[src/rtl/ide_pio_ctrl.sv]
// ---------------------------------------------------------------------------
// ide_pio_ctrl
//
// IDE PIO controller for the Zorro/CPU-local IDE window. Decodes the
// configured 64K bank and serves boot ROM reads until the first write to the
// bank. After that, every access runs a timed IDE cycle:
// SETUP -> STROBE (IORDY extension) -> ACK -> RECOVER.
// DTACK_n is generated for every claimed cycle, including ROM reads.
//
// Ports
//   CLKCPU            in   CPU clock; all logic on the rising edge
//   RESET_n           in   asynchronous active-low reset
//   A_HIGH[7:0]       in   CPU A[23:16]
//   A12, A13, A14     in   CS0 / CS1 select; A14 selects the port when N_PORTS=2
//   RW_n, AS_CPU_n    in   CPU read/write and address strobe (synchronised)
//   BASE_IDE[7:0]     in   autoconfig base A[23:16]
//   IDE_CONFIGURED_n  in   0 = bank assigned
//   FAST_MODE         in   timing set select; sampled when a cycle starts
//   IDE_IORDY         in   drive ready (synchronised); 0 extends the strobe
//   ROM_OE_n          out  boot ROM output enable
//   IDE_IOR_n/IOW_n   out  IDE strobes, shared by all ports
//   IDE_CS_n          out  {CS1,CS0} per port; port p uses bits [2p+1:2p]
//   IDE_ACCESS        out  data buffer enable for IDE cycles
//   DATA_LE           out  one-cycle read-data latch pulse
//   DTACK_n           out  CPU acknowledge
//
// Every output is a flop whose next value is decoded from the next state, so
// outputs change on the same edge the FSM enters the state that drives them.
// ---------------------------------------------------------------------------
module ide_pio_ctrl #(
  parameter int N_PORTS     = 1,
  parameter int CNT_W       = 4,
  parameter int T_SETUP     = 2,
  parameter int T_ACTIVE    = 4,
  parameter int T_RECOVER   = 3,
  parameter int T_SETUP_F   = 1,
  parameter int T_ACTIVE_F  = 2,
  parameter int T_RECOVER_F = 1,
  parameter int ROM_WAIT    = 2,
  parameter int IORDY_TO    = 15
) (
  input  logic                   CLKCPU,
  input  logic                   RESET_n,
  input  logic [7:0]             A_HIGH,
  input  logic                   A12,
  input  logic                   A13,
  input  logic                   A14,
  input  logic                   RW_n,
  input  logic                   AS_CPU_n,
  input  logic [7:0]             BASE_IDE,
  input  logic                   IDE_CONFIGURED_n,
  input  logic                   FAST_MODE,
  input  logic                   IDE_IORDY,
  output logic                   ROM_OE_n,
  output logic                   IDE_IOR_n,
  output logic                   IDE_IOW_n,
  output logic [2*N_PORTS-1:0]   IDE_CS_n,
  output logic                   IDE_ACCESS,
  output logic                   DATA_LE,
  output logic                   DTACK_n
);

  localparam int EXT_W = $clog2(IORDY_TO + 2);

  // Counter reload values: a phase of T cycles loads T-1 and ends at zero.
  localparam logic [CNT_W-1:0] SETUP_S_M1   = CNT_W'(T_SETUP - 1);
  localparam logic [CNT_W-1:0] SETUP_F_M1   = CNT_W'(T_SETUP_F - 1);
  localparam logic [CNT_W-1:0] ACTIVE_S_M1  = CNT_W'(T_ACTIVE - 1);
  localparam logic [CNT_W-1:0] ACTIVE_F_M1  = CNT_W'(T_ACTIVE_F - 1);
  localparam logic [CNT_W-1:0] RECOVER_S_M1 = CNT_W'(T_RECOVER - 1);
  localparam logic [CNT_W-1:0] RECOVER_F_M1 = CNT_W'(T_RECOVER_F - 1);
  localparam logic [CNT_W-1:0] ROM_WAIT_M1  = CNT_W'(ROM_WAIT - 1);
  localparam logic [EXT_W-1:0] EXT_MAX      = EXT_W'(IORDY_TO);

  typedef enum logic [2:0] {
    S_IDLE,
    S_ROM,
    S_SETUP,
    S_STROBE,
    S_ACK,
    S_RECOVER
  } state_e;

  state_e                 state_q, state_d;
  logic [CNT_W-1:0]       cnt_q, cnt_d;
  logic [EXT_W-1:0]       ext_q, ext_d;        // IORDY extension cycles used
  logic                   last_q, last_d;      // current STROBE cycle is the final one
  logic                   rom_mode_q, rom_mode_d;
  logic                   a12_q, a12_d;
  logic                   a13_q, a13_d;
  logic                   a14_q, a14_d;
  logic                   rd_q, rd_d;
  logic                   fast_q, fast_d;

  logic                   rom_oe_n_q, rom_oe_n_d;
  logic                   ior_n_q, ior_n_d;
  logic                   iow_n_q, iow_n_d;
  logic [2*N_PORTS-1:0]   cs_n_q, cs_n_d;
  logic                   access_q, access_d;
  logic                   data_le_q, data_le_d;
  logic                   dtack_n_q, dtack_n_d;

  logic                   hit;
  logic                   port_sel;
  logic [CNT_W-1:0]       recover_m1;

  assign hit        = !IDE_CONFIGURED_n && (A_HIGH == BASE_IDE) && !AS_CPU_n;
  assign recover_m1 = fast_q ? RECOVER_F_M1 : RECOVER_S_M1;

  always_comb begin
    // NOTE: every signal assigned in this block gets a default first, so no path can infer a latch.
    state_d    = state_q;
    cnt_d      = cnt_q;
    ext_d      = ext_q;
    last_d     = 1'b0;
    rom_mode_d = rom_mode_q;
    a12_d      = a12_q;
    a13_d      = a13_q;
    a14_d      = a14_q;
    rd_d       = rd_q;
    fast_d     = fast_q;

    case (state_q)
      S_IDLE: begin
        if (hit) begin
          if (rom_mode_q && RW_n) begin
            state_d = S_ROM;
            cnt_d   = ROM_WAIT_M1;
          end else begin
            state_d = S_SETUP;
            a12_d   = A12;
            a13_d   = A13;
            a14_d   = A14;
            rd_d    = RW_n;
            fast_d  = FAST_MODE;
            cnt_d   = FAST_MODE ? SETUP_F_M1 : SETUP_S_M1;
            if (!RW_n) begin
              rom_mode_d = 1'b0;
            end
          end
        end
      end

      S_ROM: begin
        if (AS_CPU_n) begin
          state_d = S_IDLE;
        end else if (cnt_q != '0) begin
          cnt_d = cnt_q - 1'b1;
        end
      end

      S_SETUP: begin
        if (AS_CPU_n) begin
          state_d = S_RECOVER;
          cnt_d   = recover_m1;
        end else if (cnt_q == '0) begin
          state_d = S_STROBE;
          cnt_d   = fast_q ? ACTIVE_F_M1 : ACTIVE_S_M1;
          ext_d   = '0;
        end else begin
          cnt_d = cnt_q - 1'b1;
        end
      end

      S_STROBE: begin
        if (AS_CPU_n) begin
          state_d = S_RECOVER;
          cnt_d   = recover_m1;
        end else if (last_q) begin
          state_d = S_ACK;
        end else if (cnt_q != '0) begin
          cnt_d = cnt_q - 1'b1;
        end
      end

      S_ACK: begin
        if (AS_CPU_n) begin
          state_d = S_RECOVER;
          cnt_d   = recover_m1;
        end
      end

      S_RECOVER: begin
        if (cnt_q == '0) begin
          state_d = S_IDLE;
        end else begin
          cnt_d = cnt_q - 1'b1;
        end
      end

      default: state_d = S_IDLE;
    endcase

    // IORDY is judged on the edge that opens each strobe cycle at or past the
    // nominal end, so the final cycle is known when it starts and DATA_LE can
    // be registered into it. The extension count saturates at IORDY_TO.
    if (state_d == S_STROBE && cnt_d == '0) begin
      if (IDE_IORDY || ext_d == EXT_MAX) begin
        last_d = 1'b1;
      end else begin
        ext_d = ext_d + 1'b1;
      end
    end

    rom_oe_n_d = (state_d != S_ROM);
    ior_n_d    = !((state_d == S_STROBE) && rd_d);
    iow_n_d    = !((state_d == S_STROBE) && !rd_d);
    access_d   = (state_d == S_SETUP) || (state_d == S_STROBE) || (state_d == S_ACK);
    data_le_d  = (state_d == S_STROBE) && last_d && rd_d;
    dtack_n_d  = !((state_d == S_ACK) ||
                   ((state_d == S_ROM) && (state_q == S_ROM) && (cnt_q == '0)));

    // A14 only picks a port when two are present; unused CS bits stay high.
    port_sel = (N_PORTS == 2) && a14_d;
    cs_n_d   = '1;
    if (access_d) begin
      for (int p = 0; p < N_PORTS; p++) begin
        if (p == int'(port_sel)) begin
          cs_n_d[2*p]   = !a12_d;
          cs_n_d[2*p+1] = !a13_d;
        end
      end
    end
  end

  // NOTE: all state and output flops use non-blocking assignments so every flop samples pre-edge values.
  always_ff @(posedge CLKCPU or negedge RESET_n) begin
    if (!RESET_n) begin
      state_q    <= S_IDLE;
      cnt_q      <= '0;
      ext_q      <= '0;
      last_q     <= 1'b0;
      rom_mode_q <= 1'b1;
      a12_q      <= 1'b0;
      a13_q      <= 1'b0;
      a14_q      <= 1'b0;
      rd_q       <= 1'b1;
      fast_q     <= 1'b0;
      rom_oe_n_q <= 1'b1;
      ior_n_q    <= 1'b1;
      iow_n_q    <= 1'b1;
      cs_n_q     <= '1;
      access_q   <= 1'b0;
      data_le_q  <= 1'b0;
      dtack_n_q  <= 1'b1;
    end else begin
      state_q    <= state_d;
      cnt_q      <= cnt_d;
      ext_q      <= ext_d;
      last_q     <= last_d;
      rom_mode_q <= rom_mode_d;
      a12_q      <= a12_d;
      a13_q      <= a13_d;
      a14_q      <= a14_d;
      rd_q       <= rd_d;
      fast_q     <= fast_d;
      rom_oe_n_q <= rom_oe_n_d;
      ior_n_q    <= ior_n_d;
      iow_n_q    <= iow_n_d;
      cs_n_q     <= cs_n_d;
      access_q   <= access_d;
      data_le_q  <= data_le_d;
      dtack_n_q  <= dtack_n_d;
    end
  end

  assign ROM_OE_n   = rom_oe_n_q;
  assign IDE_IOR_n  = ior_n_q;
  assign IDE_IOW_n  = iow_n_q;
  assign IDE_CS_n   = cs_n_q;
  assign IDE_ACCESS = access_q;
  assign DATA_LE    = data_le_q;
  assign DTACK_n    = dtack_n_q;

endmodule

[config.mk]
export PLATFORM = sky130hd
export DESIGN_NAME = ide_pio_ctrl
export DESIGN_NICKNAME = d
export VERILOG_FILES = /design/src/rtl/ide_pio_ctrl.sv
export SDC_FILE = /design/constraint.sdc
export NUM_CORES = 1
export LEC_CHECK = 0
export BUFFER_PORTS_ARGS = -buffer_cell sky130_fd_sc_hd__buf_2
export CAP_MARGIN = 20
export CORE_AREA = 8 8 64 66
export CTS_CLUSTER_SIZE = 16
export DETAILED_ROUTE_END_ITERATION = 10
export DIE_AREA = 0 0 72 74
export PLACE_DENSITY = 0.81
export REMOVE_ABC_BUFFERS = 1
export SLEW_MARGIN = 20
export SYNTH_ARGS = -nofsm -noshare
export SYNTH_HDL_FRONTEND = slang
export SYNTH_SLANG_ARGS = --single-unit
[constraint.sdc]
create_clock -name CLKCPU -period 5.3 [get_ports CLKCPU]
set_clock_uncertainty 0.1 [all_clocks]
set_input_delay 1.325 -clock CLKCPU [delete_from_list [all_inputs] [get_ports CLKCPU]]
set_output_delay 1.325 -clock CLKCPU [all_outputs]
set_load 0.05 [all_outputs]
## Word-level counts from Yosys, hierarchy flattened

Cells that the tools add are included.

| cells by class | value |
|---|---|
| add/subtract/negate cells | 2 |
| muxes and demuxes | 41 |
| equality and inequality tests | 12 |
| reduce and logical (&&, ||, !) cells | 28 |
| bitwise gates (word level) | 2 |

Operators with widths:

| cell | number |
|---|---|
| 2-to-1 mux 4 bit | 9 |
| 2-to-1 mux 5 bit | 5 |
| 2-to-1 mux 3 bit | 8 |
| one-hot mux 4 bit (6 select lines) | 1 |
| one-hot mux 3 bit (6 select lines) | 1 |
| 2-to-1 mux 1 bit | 13 |
| == test 3 x 2 -> 1 bit, second input constant | 4 |
| logical AND 1 bit | 10 |
| == test 3 bit, second input constant | 3 |
| == test 8 bit | 1 |
| logical NOT 1 bit | 8 |
| logical NOT 4 bit | 2 |
| 2-to-1 mux 2 bit | 4 |
| == test 3 x 1 -> 1 bit, second input constant | 2 |
| adder 5 x 1 -> 5 bit, second input constant | 1 |
| == test 5 x 4 -> 1 bit, second input constant | 1 |
| logical OR 1 bit | 4 |
| AND reduction 4 bit | 1 |
| nonzero test 4 bit | 1 |
| subtractor 4 x 1 -> 4 bit, second input constant | 1 |
| logical NOT 3 bit | 1 |
| != test 3 x 1 -> 1 bit, second input constant | 1 |
| AND reduction 3 bit | 1 |
| NOT 1 bit | 2 |

| word-level totals | value |
|---|---|
| output and inout port bits | 8 |
| flip-flop bits (word level) | 26 |
| logic and storage cells | 101 |

## Depth between registers and ports, before layout

Gate-level depths: netlist of the first run.

| logic depth | value |
|---|---|
| depth in word-level cells | 10 |
| mapped depth | 14 |
| depth with buffers taken out | 14 |

## Worst setup path after synthesis of the first run

No wires, ideal clock.

| timing path | value |
|---|---|
| path type | input -> register |
| from | input port AS_CPU_n |
| to | register ext_q[3] |
| data arrival time | 3527 ps |
| stages | 11 |
| library setup time | 78 ps |
| path buffers | 0 |
| setup slack | 1596 ps |
| cell sequence | or2_2 > or3_2 > and2_1 > ha_1 > nand2_1 > nor2_1 > ha_1 > nor2_1 > inv_1 > or4_1 > a21boi_1 |

| between the ends | value |
|---|---|
| word-level cells in the longest chain between the ends | 7 |
| elaborated cells on any way between the ends | 24 |
| those cells by class | add/sub (1); eq/ne (2); mux (16); reduce/logical (5) |

Ends and longest elaborated chain:

| item | RTL line | text |
|---|---|---|
| start: declaration | 49 | `input logic AS_CPU_n,` |
| parallel branches: the longest is 6 deep, another holds adder 5 x 1 -> 5 bit | - |  |
| 2-to-1 mux 5 bit * | 197 | `if (state_d == S_STROBE && cnt_d == '0) begin` |
| net ext_d[3] | 86 | `logic [EXT_W-1:0] ext_q, ext_d;` |
| end signal: assignment | 249 | `ext_q <= ext_d;` |
| end: declaration | 86 |  |

Mark *: on every way through the listed nets, which the timed path passes.
A chain may end at the register's enable or synchronous reset.

## Worst setup path in the final report of the first run

| timing path | value |
|---|---|
| from | input port AS_CPU_n |
| to | register ext_q[1] |

Same word-level chain as after synthesis.

==> reports/qor.csv, run 1 <==
metric;value;unit
clock period minus worst slack;3.776;ns
Static Leakage;0.8395;nW
Post-synth ARST share;100.0;%
initial core utilization;50.53;%
final setup TNS;0;ns
prevailing post-synth register cell;dfrtp_1;
Slew @ Worst Pin;0.6512;ns
Avg Cell Area, Syn;9.395;um2
Final Hold Fails;0;
first-pass GRT wire length;6106;um
vias in the first global route;1309;
TritonCTS clock tree;built;
layout cells sized above 1;28.22;%
GR Overflow Total;0;
max-slew violation count;0;
unrepaired setup endpoints after global routing;no;
Die Wd;72;um
Peak VDD IR;190.7;uV
final worst-path cycle share;71.25;%
top cell type's share of synthesized area;28.04;%
P&R area growth vs syn;15.27;%
Core Area;3179;um2
clock net sink count;26;
Synth Instances;171;
DIE HEIGHT;74;um
Clk pin slew, worst setup/hold paths;0.15;ns
Routed WL per cell;14.25;um
Via density;5.516;
FP Rows;21;
normalized max-slew margin;56.25;%
WP data arrival;3.91;ns
crit-path max cell delay;0.47;ns
number of synthesized register bits;26;
final wirelength;3533;um
DIE AREA;5328;um2
pwr/cell area;382.0;nW/um2
synthesized cell area;1607;um2
total CTS buffers;3;
Setup WS post-layout;1.524;ns
Initial DRC Count;55;
initial antenna violation count;0;
Setup crit start kind;input pin;
status;complete, no violations;
CTS root buf;clkbuf_4;
largest net degree at the start of global routing;27;
synth cell count leaders;nand2_1 (20), dfrtp_1 (18), nor2_1 (10), o21ai_0 (10), xor2_1 (9);
worst-path cell chain;buf_2, or2_2, or3_2, and2_1, ha_1, nand2_1, nor2_1, ha_1, nor2_1, inv_1, nor2_1, mux2_1;
total power;707.5;uW
Max Fanout on Critical Path;14;
Buf+Inv Stages, Crit Path;2;
post-place setup slack;1.173;ns
max_cap viols;0;
DRC viols;0;
Cells after DPL;244;
Worst EP required;5.44;ns
Netlist cell types;51;
post-CTS sizing;0;
number of flops mapped to enable cells by yosys;0;
number of setup violations in the final report;0;
ANT cells;0;
main area contributors after synthesis;dfrtp_1 (28%), dfstp_2 (13%), xor2_1 (4.9%);
Post-CTS Setup Inserts;0;
Max Clk Rate;0.2648;GHz
multi-input logic area;895.9;um2
Non-Filler Instances;248;
Seq/Total Area, Yosys;41.12;%
most numerous cell in the Yosys netlist;nand2_1;
Syn. warnings;0;
Max H-tree Level;1;
dpl cell area;1799;um2
worst hold path type;reg -> reg;
Crit Path Class;in -> reg;
Final nets;233;
DR pass1 iterations;4;
critical path's top delay family;simple AND/OR/NAND/NOR gates;
final instance area;1852;um2
CP Capture Type;flop;
RePlAce Congestion;0.8576;
register area;660.6;um2
final core utilization;58.24;%
DR vias;1368;
Yosys top cell by area;dfrtp_1;
Total GRT Usage;14.17;%
IO Pins;34;
input/output buffers;32;
clk buf depth;2;
fillers;301;
Fin Hold WS;0.3816;ns
cell mode on critical path;nor2_1;
antenna viol nets, final;0;
Worst path slowest cell;or3_2;
HPWL Detailed;2749;um
Post-CTS Hold Buffers;0;
clk_lat worst skew;0.33;ns
==> sequential cells by signal (all words and copies together), names as in the netlist, 2 cells and up <==
| signal | flops |
|---|---|
| ext_q | 5 |
| IDE_CS_n | 2 |
| cnt_q | 4 |
| state_q | 3 |
==> final cells by class <==
type                       count  area share, %
clock inverter                 1          1.622
multi-input combinational    134          48.38
tap                           46          3.108
clock buffer                   3          1.216
inverter                       6          1.351
timing repair buffer          32          8.649
sequential                    26          35.68
==> cells in the final DEF (no fill, tap or decap), types with 3 or more instances in the layout <==
| cell | n |
|---|---|
| a21oi_1 | 7 |
| and2_1 | 4 |
| buf_2 | 32 |
| clkbuf_4 | 3 |
| dfrtp_1 | 18 |
| dfstp_2 | 8 |
| ha_1 | 4 |
| inv_1 | 5 |
| mux2_2 | 4 |
| nand2_1 | 20 |
| nand2b_1 | 6 |
| nand3_1 | 6 |
| nand3b_1 | 3 |
| nor2_1 | 10 |
| nor2b_1 | 4 |
| nor3_1 | 7 |
| o21ai_0 | 10 |
| o31ai_1 | 3 |
| xor2_1 | 9 |
==> logic make-up after synthesis <==
| group | after synthesis | share of synthesized area [%] |
|---|---|---|
| buf+inv | 11 | 3.116 |
| mux | 6 | 4.128 |
| xor+xnor | 10 | 5.452 |
| compound gates | 40 | 17.29 |
| flops | 26 | 41.12 |
| fa+ha+maj | 4 | 3.115 |
| simple gates | 74 | 25.78 |
==> report_power, final <==
part | leakage (nW) | total [mW] | internal (mW) | switching (mW)
combinational | 0.480 | 0.294 | 0.124 | 0.171
sequential | 0.332 | 0.272 | 0.223 | 0.0490
clock | 0.0279 | 0.141 | 0.0765 | 0.0641
total | 0.840 | 0.707 | 0.424 | 0.284
==> metal layers <==
metal	track usage [%]	vias to the layer above	share of wire [%]
met5	0	-	0
met4	5.896	0	2.0
met3	2.022	7	4.4
met2	23.89	48	47
met1	17.80	636	47
li1	-	677	-
==> path summary, 6_finish.rpt <==
| path | endpoint | cells after the start | from | slack (ns) |
|---|---|---|---|---|
| max in group asynchronous | rom_mode_q | 1 | RESET_n | 3.85 |
| hold reg to reg | rom_mode_q | 1 | rom_mode_q | 0.38 |
| setup / recovery | ext_q[1] | 12 | AS_CPU_n | 1.52 |
| hold / removal | rom_mode_q | 1 | rom_mode_q | 0.38 |
| min in group asynchronous | cnt_q[2] | 1 | RESET_n | 0.86 |
| setup reg to reg | ext_q[1] | 14 | cnt_q[1] | 1.64 |
Power figures use the tool's default switching activity.
==> run 2: changes to the inputs <==
clock period = 3.9 ns   (was 5.3 ns; I/O delays follow)
==> reports/qor.csv, run 2 (same netlist as run 1, synthesis figures left out) <==
metric;value;unit
status;complete, no violations;
unrepaired setup endpoints after global routing;no;
antenna viol nets, final;0;
DIE AREA;5328;um2
Routed WL per cell;14.38;um
clock period minus worst slack;3.569;ns
TritonCTS clock tree;built;
Crit Path Class;reg -> reg;
register area;660.6;um2
clk buf depth;2;
Core Area;3179;um2
total power;1.001;mW
ANT cells;0;
Die Wd;72;um
most common cell after layout, fill and taps aside;buf_2;
worst hold path type;reg -> reg;
Post-CTS Hold Buffers;0;
DR vias;1390;
met2 usage;25.30;%
GR Util met1;18.23;%
DIE HEIGHT;74;um
Post-CTS Setup Inserts;0;
final setup TNS;0;ns
number of setup violations in the final report;0;
RePlAce Congestion;0.8944;
met3 Track Usage GR;2.965;%
Initial DRC Count;81;
clk_lat worst skew;0.33;ns
DR pass1 iterations;4;
Largest regs;ext_q: 5 flops, cnt_q: 4 flops, state_q: 3 flops;
Via density;5.472;
Final nets;239;
Max Clk Rate;0.2802;GHz
DRC viols;0;
vias in the first global route;1421;
normalized max-slew margin;60.71;%
IO Pins;34;
initial antenna violation count;0;
Clk pin slew, worst setup/hold paths;0.15;ns
layout cells sized above 1;30.29;%
GR Overflow Total;0;
max reg flops;5;
FP Rows;21;
Most flops, register;ext_q;
max-slew violation count;0;
most frequent cells in the layout;buf_2 (32), nand2_1 (20), dfrtp_1 (18);
Slew @ Worst Pin;0.5849;ns
total CTS buffers;3;
Final Hold Fails;0;
final core utilization;59.66;%
pwr/cell area;527.7;nW/um2
P&R area growth vs syn;18.07;%
fillers;277;
clock net sink count;26;
final wirelength;3652;um
Max Fanout on Critical Path;7;
Setup crit start kind;flop;
first-pass GRT wire length;6306;um
final worst-path cycle share;91.52;%
post-CTS sizing;0;
input/output buffers;32;
CTS root buf;clkbuf_4;
WP data arrival;3.74;ns
CP Capture Type;flop;
Peak VDD IR;282.0;uV
multi-input logic area;895.9;um2
Worst EP required;4.07;ns
Static Leakage;0.8704;nW
max_cap viols;0;
HPWL Detailed;2813;um
Max H-tree Level;1;
Total GRT Usage;14.86;%
initial core utilization;50.53;%
Most Crowded Layer GR;met2;
largest net degree at the start of global routing;27;
## run 2: where the power goes
part | switching (mW) | total, mW | internal [mW]
Sequential | 0.0353 | 0.339 | 0.304
Combinational | 0.272 | 0.471 | 0.199
Clock | 0.0867 | 0.191 | 0.104
## run 2: per-layer routing
metal  vias to the layer above  share of wire [%]
li1                        688                  -
met1                       630                 42
met2                        65                 47
met3                         7                8.5
met4                         0                1.9
met5                         -                  0
## run 2: path summary, 6_finish.rpt
path,from,end,slack [ns],depth (start not counted)
worst max-delay path,cnt_q[1],ext_q[3],0.33,14
min in group asynchronous,RESET_n,cnt_q[3],0.50,1
max in group asynchronous,RESET_n,rom_mode_q,2.82,1
worst min-delay path,rom_mode_q,rom_mode_q,0.38,1
worst max register to register,cnt_q[1],ext_q[3],0.33,14
worst min register to register,rom_mode_q,rom_mode_q,0.38,1
## run 2: final cells by class
type / count / area share (%)
clock buffers: 3 / 1.187
inverters: 6 / 1.319
flip-flops and latches: 26 / 34.83
multi-input cells: 134 / 47.23
clock inverters: 1 / 1.583
repair buffers: 38 / 10.82
well taps: 46 / 3.034
## run 2: metrics by stage
stage          hold WS [ns]  cells  area, um2  worst slack, ns
5_1_grt              0.3958    254       1897          0.06694
3_3_place_gp         0.3544    248       1829           0.3045
6_report             0.3779    254       1897           0.3306
2_1_floorplan        0.3482    166       1582           0.5455
3_5_place_dp         0.3611    248       1829           0.2156
4_1_cts              0.3799    252       1882           0.2735
## run 2: worst max-delay path, cell delays in order, from the launching register on
cell and delay [ns]:
dfrtp_1 0.48, inv_1 0.09, ha_1 0.24, nor3b_4 0.37, inv_4 0.07, or3_2 0.52, and2_1 0.21, ha_1 0.21
nand2_1 0.08, nor2_1 0.05, ha_1 0.18, nor2_1 0.15, inv_1 0.10, or4_1 0.50, a21boi_1 0.15
